===== config.mk =====
export PLATFORM = sky130hd
export DESIGN_NAME = mtm_alu_frame_serializer
export DESIGN_NICKNAME = d
export VERILOG_FILES = /design/src/rtl/mtm_alu_frame_serializer.sv
export SDC_FILE = /design/constraint.sdc
export NUM_CORES = 1
export LEC_CHECK = 0
export ABC_AREA = 0
export ABC_CLOCK_PERIOD_IN_PS = 2050
export BUFFER_PORTS_ARGS = -buffer_cell sky130_fd_sc_hd__buf_2
export CAP_MARGIN = 40
export CORE_ASPECT_RATIO = 2
export CORE_MARGIN = 3
export CORE_UTILIZATION = 50
export DETAILED_ROUTE_END_ITERATION = 8
export PLACE_DENSITY = 0.75
export SETUP_SLACK_MARGIN = 0.5
export SKIP_LAST_GASP = 1
export SLEW_MARGIN = 5
export SYNTH_ARGS = -nofsm -noshare
export SYNTH_HDL_FRONTEND = slang
export SYNTH_SLANG_ARGS = --single-unit

===== constraint.sdc =====
create_clock -name clk -period 2.05 [get_ports clk]
set_clock_uncertainty 0.2 [all_clocks]
set_input_delay 0 -clock clk [delete_from_list [all_inputs] [get_ports clk]]
set_output_delay 0 -clock clk [all_outputs]
set_load 0.02 [all_outputs]

===== src/rtl/mtm_alu_frame_serializer.sv =====
// Frame serializer: DATA_BYTES data packets then one control packet on sout.
// Define SER_PARITY_EN to add an even-parity bit to every packet.
module mtm_alu_frame_serializer #(
  parameter int DATA_BYTES = 4,
  parameter int GAP_BITS   = 0
) (
  input  logic                    clk,
  input  logic                    rst_n,
  input  logic                    in_valid,
  output logic                    in_ready,
  input  logic [DATA_BYTES*8-1:0] in_data,
  input  logic [7:0]              in_ctl,
  input  logic                    in_err,
  output logic                    sout,
  output logic                    busy
);

  localparam int BW = $clog2(DATA_BYTES + 1);

  typedef enum logic [2:0] {
    IDLE,
    START,
    TYPE,
    BITS,
`ifdef SER_PARITY_EN
    PAR,
`endif
    STOP,
    GAP,
    DONE
  } state_t;

  state_t                  state;
  logic [DATA_BYTES*8-1:0] data_q;
  logic [7:0]              ctl_q;
  logic [BW-1:0]           byte_cnt;
  logic [2:0]              bit_cnt;
  logic [3:0]              gap_cnt;
  logic [7:0]              cur_byte;

  assign in_ready = (state == IDLE);

  // byte_cnt counts down; the ctl byte goes out once it reaches zero
  always_comb begin
    cur_byte = ctl_q;
    for (int i = 0; i < DATA_BYTES; i++) begin
      if (byte_cnt == BW'(i + 1)) cur_byte = data_q[i*8 +: 8];
    end
  end

  always_ff @(posedge clk or negedge rst_n) begin
    if (!rst_n) begin
      state    <= IDLE;
      sout     <= 1'b1;
      busy     <= 1'b0;
      data_q   <= '0;
      ctl_q    <= '0;
      byte_cnt <= '0;
      bit_cnt  <= '0;
      gap_cnt  <= '0;
    end else begin
      unique case (state)
        IDLE: begin
          sout <= 1'b1;
          if (in_valid) begin
            data_q   <= in_data;
            ctl_q    <= in_ctl;
            byte_cnt <= in_err ? '0 : BW'(DATA_BYTES);
            sout     <= 1'b0;
            busy     <= 1'b1;
            state    <= TYPE;
          end
        end
        START: begin
          sout  <= 1'b0;
          state <= TYPE;
        end
        TYPE: begin
          sout    <= (byte_cnt == '0);
          bit_cnt <= 3'd7;
          state   <= BITS;
        end
        BITS: begin
          sout <= cur_byte[bit_cnt];
          if (bit_cnt == 3'd0) begin
`ifdef SER_PARITY_EN
            state <= PAR;
`else
            state <= STOP;
`endif
          end else begin
            bit_cnt <= bit_cnt - 3'd1;
          end
        end
`ifdef SER_PARITY_EN
        PAR: begin
          sout  <= ^cur_byte;
          state <= STOP;
        end
`endif
        STOP: begin
          sout <= 1'b1;
          if (byte_cnt == '0) begin
            state <= DONE;
          end else begin
            byte_cnt <= byte_cnt - BW'(1);
            if (GAP_BITS > 0) begin
              gap_cnt <= 4'(GAP_BITS - 1);
              state   <= GAP;
            end else begin
              state <= START;
            end
          end
        end
        GAP: begin
          sout <= 1'b1;
          if (gap_cnt == 4'd0) state <= START;
          else gap_cnt <= gap_cnt - 4'd1;
        end
        // stop bit of the ctl packet is on the line during this cycle
        DONE: begin
          sout  <= 1'b1;
          busy  <= 1'b0;
          state <= IDLE;
        end
        default: begin
          sout  <= 1'b1;
          busy  <= 1'b0;
          state <= IDLE;
        end
      endcase
    end
  end

endmodule


==> Word level (Yosys, flattened, before mapping) <==
Cells that the tools add are included.
{ "classes": {"muxes": 21, "addsub": 3, "eq_ne": 14, "n_reduce_logical": 13, "bitwise_logic": 2, "magnitude_cmp": 1} }
{ "ops": {"columns": ["op", "n"], "rows": [
  ["two-way mux 8 bit", 4],
  ["two-way mux 3 bit", 8],
  ["one-hot mux 3 bit (6 select lines)", 1],
  ["== test 3 x 2 -> 1 bit (second input constant)", 4],
  ["one-hot mux 3 bit (2 select lines)", 2],
  ["inequality test 2 bit (second input constant)", 5],
  ["== test 3 bit (second input constant)", 3],
  ["logical NOT 3 bit", 3],
  ["AND reduction 2 bit", 4],
  ["== test 3 x 1 -> 1 bit (second input constant)", 2],
  ["AND reduction 3 bit", 2],
  ["subtractor 3 x 1 -> 3 bit (second input constant)", 2],
  ["OR reduction 5 bit", 1],
  ["logical NOT 4 bit", 1],
  ["less-than comparator 3 x 4 -> 1 bit (second input constant)", 1],
  ["one-hot mux 1 bit (4 select lines)", 1],
  ["nonzero test 2 bit", 2],
  ["subtractor 4 x 1 -> 4 bit (second input constant)", 1],
  ["binary-select mux 1 bit (select 3 bit)", 1],
  ["two-way mux 1 bit", 3],
  ["inverter 1 bit", 2],
  ["one-hot mux 1 bit (2 select lines)", 1]
]} }
{ "totals": {"in_bits": 44, "reg_bits": 55, "out_inout_bits": 3, "wordCells": 62} }

==> Depth between registers and ports, before layout <==
Gate-level depths: netlist of run 1.
{ "depth": {"ltp_word": 8, "ltp_mapped": 10, "ltp_nobuf": 8} }

==> Worst setup path before layout of run 1 <==
OpenSTA, ideal clock, no wires.
{ "synth_path": {"kind": "flip-flop to flip-flop", "from": "register byte_cnt[0]", "to": "register sout", "setup_time_ns": 0.097, "required_time_ns": 1.753, "synth_period_minus_slack_ns": 2.068, "arrival_time_ns": 1.771, "path_stages_with_launch": 10, "slack_ns": -0.018, "n_path_buf": 1, "cell_sequence": "dfrtp_1 inv_1 ha_1 buf_6 o21ba_2 or3_1 o2111ai_1 o311ai_1 a31oi_1 o221ai_1"} }
{ "synth_via": {"elab_chain_len": 8, "elab_cells_between_ends": 12, "cone_classes": "eq/ne: 4; mux: 7; reduce/logical: 1"} }
{ "synth_lines": {"columns": ["item", "line", "text"], "rows": [
  ["start: declaration", "36", "logic [BW-1:0] byte_cnt;"],
  ["start signal: assignment", "68", "byte_cnt <= in_err ? '0 : BW'(DATA_BYTES);"],
  ["start signal: assignment", "106", "byte_cnt <= byte_cnt - BW'(1);"],
  ["== test 3 x 1 -> 1 bit", "47", "if (byte_cnt == BW'(i + 1)) cur_byte = data_q[i*8 +: 8];"],
  ["two-way mux 8 bit (4 in series)", "47", null],
  ["binary-select mux 1 bit (select 3 bit)", "84", "sout <= cur_byte[bit_cnt];"],
  ["two-way mux 1 bit (not written as such)", "84", null],
  ["one-hot mux 1 bit (4 select lines) (*)", "62", "unique case (state)"],
  ["end signal: assignment", "79", "sout <= (byte_cnt == '0);"],
  ["end signal: assignment", "84", null],
  ["end: declaration", "14", "output logic sout,"]
]} }
Every way passes the cells marked *; elsewhere a longest branch is shown, timed or not. The select of a mux whose other input is x is not followed.
A chain may end at the register's enable or synchronous reset.

==> Worst setup path in the final report of run 1 <==
Same ends and word-level chain as after synthesis.

==> results of run 1 <==
[per-stage QoR]
| stage | TNS [ps] | total power, uW | hold slack (ps) | instance area, um2 |
|---|---|---|---|---|
| after global placement | -44.6 | 1170 | -175 | 3160 |
| after CTS | -31.9 | 1880 | 22.1 | 3960 |
| final | -97.2 | 1900 | 3.06 | 4480 |
| after global routing | -166 | 1950 | 45.6 | 4480 |
| after detailed placement | -114 | 1170 | -169 | 3160 |
| after floorplan | 0 | 1110 | -496 | 2870 |
[layout make-up]
class	count	area share, %
Multi-Input combinational cell	241	37.7
Sequential cell	55	30.9
Timing Repair Buffer	131	26.3
Clock buffer	8	2.23
Tap cell	58	1.62
Inverter	14	1.34
[cell usage in the layout (no fill, tap or decap), drive strengths merged, types with 2 or more instances in the layout]
master and n:
nand2 130, buf 83, dfrtp 54, dlygate4sd3 43, o21ai 16, inv 14
clkbuf 13, nor2 11, a21oi 11, nor3 8, ha 8, nor2b 6
a211oi 4, o221ai 4, nor3b 4, a221oi 4, nand3 4, o22ai 3
a21boi 3, or3 2, nand2b 2, and2 2, or4b 2
[power by group through the flow]
stage	clock network, uW	logic (uW)	registers (uW)
floorplan	0	0.906	1110
CTS	670	129	1080
global placement	0	65.6	1110
finish	667	146	1080
detailed placement	0	66.7	1110
global route	703	158	1080
[kinds of logic after synthesis]
kind of cell	Yosys count
flip-flops	55
AO/OA/AOI/OAI	53
AND/OR/NAND/NOR	176
buffers and inverters	31
multiplexers	1
XOR/XNOR	2
adder cells (fa/ha/maj)	8
[per-layer routing]
metal | track usage (%) | vias to the layer above
li1 | - | 1327
met1 | 26.9 | 1424
met2 | 43.7 | 136
met3 | 4.76 | 48
met4 | 16.2 | 0
met5 | 0 | -
[timing repair]
item,4_1_cts,5_1_grt
pin swaps,8,40
hold endpoints to repair,98,0
setup endpoints to repair,39,49
hold buffers,43,0
gates resized for setup,38,93
cloned,2,7
buffers inserted,8,12
[sequential cells by signal, summed over array words and instances (netlist names)]
register  flops
bit_cnt       3
busy          1
byte_cnt      3
ctl_q         8
data_q       32
gap_cnt       4
sout          1
state         3
[worst max-delay path, delay by kind of cell (launching register included)]
family          cells  cell delay, ps
flops               1             470
compound gates      4             730
fa+ha+maj           1             270
buf+inv             1             170
simple gates        1             250
[Yosys cell counts, types with 2 or more instances]
cell type  number
nand3_1         4
ha_1            8
buf_6           2
o221ai_1        4
nor2b_1         5
a221oi_1        3
nand2_1       129
nor3_1          7
nor3b_1         3
a211oi_1        4
o21ai_0        15
o22ai_1         3
and2_1          2
buf_2           8
dfrtp_1        54
a21oi_1        11
a21boi_0        2
or4b_1          2
inv_1          13
or3_1           2
nor2_1         11
clkbuf_1        6
nand2b_1        2
[path summary, 6_finish.rpt]
path / end / slack [ps] / cells after the start
max reg2reg: sout / -100 / 7
max in group asynchronous: data_q[28] / 1070 / 3
max: sout / -100 / 7
min in group clk: data_q[19] / 200 / 4
min: data_q[10] / 3 / 2
min reg2reg: busy / 280 / 2
==> results.sh, run 1 <==
export IMPL_outcome="finished, violations left"
export IMPL_violations="negative setup slack"
export IMPL_seqPwrFrac_pct=57.2
export IMPL_intPower_uw=1480
export IMPL_antenna_found_initial=0
export IMPL_cp_start_kind="register"
export IMPL_cts_buffers=5
export IMPL_ioPinCount=47
export IMPL_p_switching_uw=416
export IMPL_grt_pass1_vias=2753
export IMPL_synth_area_mux_share_pct=0.810
export IMPL_die_w_um=58.7
export IMPL_crit_chain="ha_1 -> buf_4 -> nor3_1 -> o22ai_1 -> a221oi_2 -> a311oi_2 -> o221ai_1"
export IMPL_fin_crit_sh_pct=105
export IMPL_yosys_area_top_type_share_pct=48.6
export IMPL_routed_via_count=2935
export IMPL_synth_xor_area_share_pct=0.630
export IMPL_swShare_pct=21.9
export IMPL_wire_per_inst_um=19.8
export IMPL_syn_instance_count=326
export IMPL_area_growth_synth_to_final_pct=61.3
export IMPL_power_frac_clock_pct=35.2
export IMPL_synth_edf_count=0
export IMPL_clk_pin_slew_ps=100
export IMPL_clk_latency_ps=320
export IMPL_cts_htree_levels=2
export IMPL_gp_congestion=0.926
export IMPL_core_area_mm2=0.00528
export IMPL_grt_max_degree=33
export IMPL_end_kind="register"
export IMPL_syn_avg_cell_area_um2=8.52
export IMPL_cp_arrival_ps=2200
export IMPL_clock_sinks=55
export IMPL_dr_pass1_iters=5
export IMPL_place_ws_ps=-114
export IMPL_cp_slowest_stage_delay_ps=470
export IMPL_synth_top_family_by_area="simple AND/OR/NAND/NOR gates"
export IMPL_yosys_most_used_dff="dfrtp_1"
export IMPL_first_iter_violations=171
export IMPL_yosysUniqueCellTypes=49
export IMPL_wl_met2_um=5510
export IMPL_startpoint="byte_cnt[0]"
export IMPL_maxCapViolCount=0
export IMPL_antenna_left=0
export IMPL_synth_yosys_seq_area_share_pct=49.6
export IMPL_required_ps=2100
export IMPL_die_h_um=111
export IMPL_path_class="register to register"
export IMPL_slowest_stage="dfrtp_2"
export IMPL_synth_warnings=0
export IMPL_setup_viol=1
export IMPL_maxSlewViolCount=0
export IMPL_hpwl_um=4810
export IMPL_setup_ws_ps=-97.2
export IMPL_fmaxAchievable_mhz=466
export IMPL_num_fill_cells=251
export IMPL_critPathMaxFanout=5
export IMPL_gr_total_overflow=0
export IMPL_layout_nets=500
export IMPL_start_util_pct=52.7
export IMPL_slew_limit_headroom_pct=60.8
export IMPL_syn_nets=378
export IMPL_synth_compound_area_share_pct=12.6
export IMPL_synthAdderAreaFrac_pct=3.60
export IMPL_p_comb_share_pct=7.7
export IMPL_timing_rr_start="byte_cnt[0]"
export IMPL_cts_root_buf="clkbuf_8"
export IMPL_hold_class="input pin to asynchronous set/reset pin"
export IMPL_num_antenna_cells=0
export IMPL_hold_viol_final=0
export IMPL_die_area_mm2=0.00654
export IMPL_rsz0062_at_grt="true"
export IMPL_io_buffers=46
export IMPL_layout_cells_non_filler=507
export IMPL_syn_area_mm2=0.00278
export IMPL_synth_seq_cells=55
export IMPL_synthTopCellsByArea="dfrtp_1, nand2_1, ha_1"
export IMPL_worst_pin_slew_ps=589
export IMPL_grt_use_total_pct=25.3
export IMPL_met1_length_um=3390
export IMPL_power_leakage_uw=0.00227
export IMPL_fin_util_pct=84.9
export IMPL_std_cell_rows=37
export IMPL_drc=0
export IMPL_cts_tree="yes"
export IMPL_routed_wl_um=10000
export IMPL_yosysTopAreaCell="dfrtp_1"
export IMPL_grt_pass1_wl_um=12600
export IMPL_top_layer_used="met4"
export IMPL_wl_met3_um=520
export IMPL_multi_input_area_mm2=0.00169
export IMPL_clock_path_buffers=2
export IMPL_synth_async_sr_flop_share_pct=100
export IMPL_yosys_area_share_simple_pct=27.6
export IMPL_ir_drop_mv=0.661
export IMPL_dp_cells=427
export IMPL_finalCriticalPeriod_ps=2150
export IMPL_drive_above_1_share_pct=42.1
export IMPL_via_per_inst=5.79
export IMPL_power_density_mw_per_mm2=423
export IMPL_ff_latch_area_mm2=0.00138
No activity file was read; power rests on OpenSTA's default activity.
==> run 2: changes to the inputs <==
Settings changed: SKIP_LAST_GASP 1 to default.
==> run 2 against run 1 <==
  * Count of clock-buffer cells in the layout stayed put
  * Clock power is 0.9% higher
  * Register-to-register slack worse by 50 ps
  * Setup slack worse by 52 ps
  * Die area stayed put
  * Routed wire length is 6.4% higher
  * The run still ends with negative setup slack left
  * Final cell count is 0.20% higher
  * Combinational power is 8% higher
  * Core utilization is 2.9 points higher
  * Critical path type unchanged
  * Fmax is 2.3% lower
  * Sequential share of layout area is 1.0 points lower
==> results.sh, run 2 (synthesis results as in run 1) <==
export IMPL_io_buffers=46
export IMPL_cts_buffers=5
export IMPL_reg2reg_to="sout"
export IMPL_power_leakage_uw=0.00242
export IMPL_place_ws_ps=-114
export IMPL_cp_arrival_ps=2250
export IMPL_grt_use_met1_pct=27.0
export IMPL_maxSlewViolCount=0
export IMPL_power_density_mw_per_mm2=413
export IMPL_dr_pass1_iters=4
export IMPL_crit_path_frequent_cell="o221ai_1"
export IMPL_num_fill_cells=225
export IMPL_drc=0
export IMPL_hold_class="input pin to asynchronous set/reset pin"
export IMPL_slowest_stage="dfrtp_2"
export IMPL_critPathMaxFanout=6
export IMPL_via_per_inst=6.09
export IMPL_die_h_um=111
export IMPL_largest_register_ffs=32
export IMPL_final_common_cell="nand2_1"
export IMPL_fin_util_pct=87.9
export IMPL_antenna_found_initial=1
export IMPL_std_cell_rows=37
export IMPL_clk_pin_slew_ps=100
export IMPL_fin_crit_sh_pct=107
export IMPL_crit_chain="inv_2 -> ha_4 -> clkbuf_2 -> nand2_1 -> nor2_1 -> a211oi_1 -> o221ai_1 -> a311oi_2 -> o221ai_1"
export IMPL_ff_latch_area_mm2=0.00138
export IMPL_worst_pin_slew_ps=596
export IMPL_regToRegSetupSlack_ps=-150
export IMPL_gr_total_overflow=0
export IMPL_finalCriticalPeriod_ps=2200
export IMPL_cts_root_buf="clkbuf_8"
export IMPL_final_cell_mix="nand2_1, dfrtp_1, nand2_2"
export IMPL_ioPinCount=47
export IMPL_routed_via_count=3094
export IMPL_area_growth_synth_to_final_pct=66.9
export IMPL_clk_latency_ps=330
export IMPL_top_regs="data_q: 32 flops, ctl_q: 8 flops, gap_cnt: 4 flops"
export IMPL_fmaxAchievable_mhz=455
export IMPL_p_comb_share_pct=8.2
export IMPL_setup_viol=1
export IMPL_cts_tree="yes"
export IMPL_hpwl_um=4810
export IMPL_start_util_pct=52.7
export IMPL_seqPwrFrac_pct=56.6
export IMPL_antenna_left=0
export IMPL_multi_input_area_mm2=0.00181
export IMPL_maxCapViolCount=0
export IMPL_drive_above_1_share_pct=48.3
export IMPL_busiest_layer="met2"
export IMPL_met2_usage_pct=46.6
export IMPL_wire_per_inst_um=21.0
export IMPL_p_switching_uw=432
export IMPL_die_w_um=58.7
export IMPL_outcome="finished, violations left"
export IMPL_rsz0062_at_grt="true"
export IMPL_ir_drop_mv=0.728
export IMPL_timing_rr_start="byte_cnt[1]"
export IMPL_swShare_pct=22.6
export IMPL_cp_start_kind="register"
export IMPL_slew_limit_headroom_pct=60.3
export IMPL_grt_util_met3_pct=4.64
export IMPL_clock_sinks=55
export IMPL_top_register="data_q"
export IMPL_grt_pass1_wl_um=12800
export IMPL_routed_wl_um=10700
export IMPL_cts_htree_levels=2
export IMPL_die_area_mm2=0.00654
export IMPL_grt_pass1_vias=2804
export IMPL_core_area_mm2=0.00528
export IMPL_gp_congestion=0.926
export IMPL_first_iter_violations=243
export IMPL_power_frac_clock_pct=35.2
export IMPL_cp_slowest_stage_delay_ps=420
export IMPL_grt_use_total_pct=25.8
export IMPL_hold_viol_final=0
export IMPL_setup_ws_ps=-149
export IMPL_layout_nets=500
export IMPL_reg2reg_depth=9
export IMPL_intPower_uw=1480
export IMPL_required_ps=2100
export IMPL_path_class="register to register"
export IMPL_end_kind="register"
export IMPL_clock_path_buffers=2
export IMPL_grt_max_degree=33
export IMPL_violations="negative setup slack"
[run 2: worst max-delay path by stage]
stage                      startpoint  endpoint  cells after the start
after floorplan           byte_cnt[0]      sout                      9
after global placement    byte_cnt[1]      sout                      7
after detailed placement  byte_cnt[1]      sout                      7
after CTS                 byte_cnt[0]      sout                      7
after global routing      byte_cnt[1]      sout                      9
final                     byte_cnt[1]      sout                      9
[run 2: timing repair]
| action | CTS | global route |
|---|---|---|
| hold buffers | 43 | 0 |
| setup endpoints to repair | 39 | 50 |
| gates resized for setup | 57 | 111 |
| setup buffers | 8 | 12 |
| cloned | 2 | 7 |
| hold endpoints to repair | 98 | 0 |
| pin swaps | 39 | 59 |
[run 2: routing by layer]
metal / share of wire [%] / wire length (um) / vias up
met5: 0 / 0 / -
met3: 6.0 / 643 / 73
met2: 54 / 5780 / 206
li1: - / - / 1333
met1: 33 / 3480 / 1482
met4: 7.1 / 758 / 0
[run 2: cell type report]
cell class                 count  share of cell area, %
multi-input combinational    241                   38.9
sequential                    55                   29.8
timing repair buffer         131                   26.2
clock buffer                   8                   2.16
tap                           58                   1.56
inverter                      14                   1.24
antenna                        1                 0.0540
[run 2: worst max-delay path: cells and delay by family, from the launching register on]
kind,cells,cell delay [ps]
AOI/OAI and AO/OA,4,960
DFF,1,420
buffers and inverters,2,220
adders and majority gates,1,180
and+or+nand+nor,2,150
[run 2: through the flow]
stage	area [um2]	power [uW]	hold slack, ps	instances	TNS, ps
floorplan	2870	1110	-496	326	0
global route	4640	1980	41.8	508	-253
finish	4640	1910	1.37	508	-149
global placement	3160	1170	-175	427	-44.6
detailed placement	3160	1170	-169	427	-114
CTS	4000	1890	22.1	488	-31.9
[run 2: power by group through the flow]
stage	sequential, uW	clock (uW)	combinational (uW)
floorplan	1110	0	0.906
global placement	1110	0	65.6
detailed placement	1110	0	66.7
CTS	1080	670	132
global route	1080	723	169
finish	1080	673	157
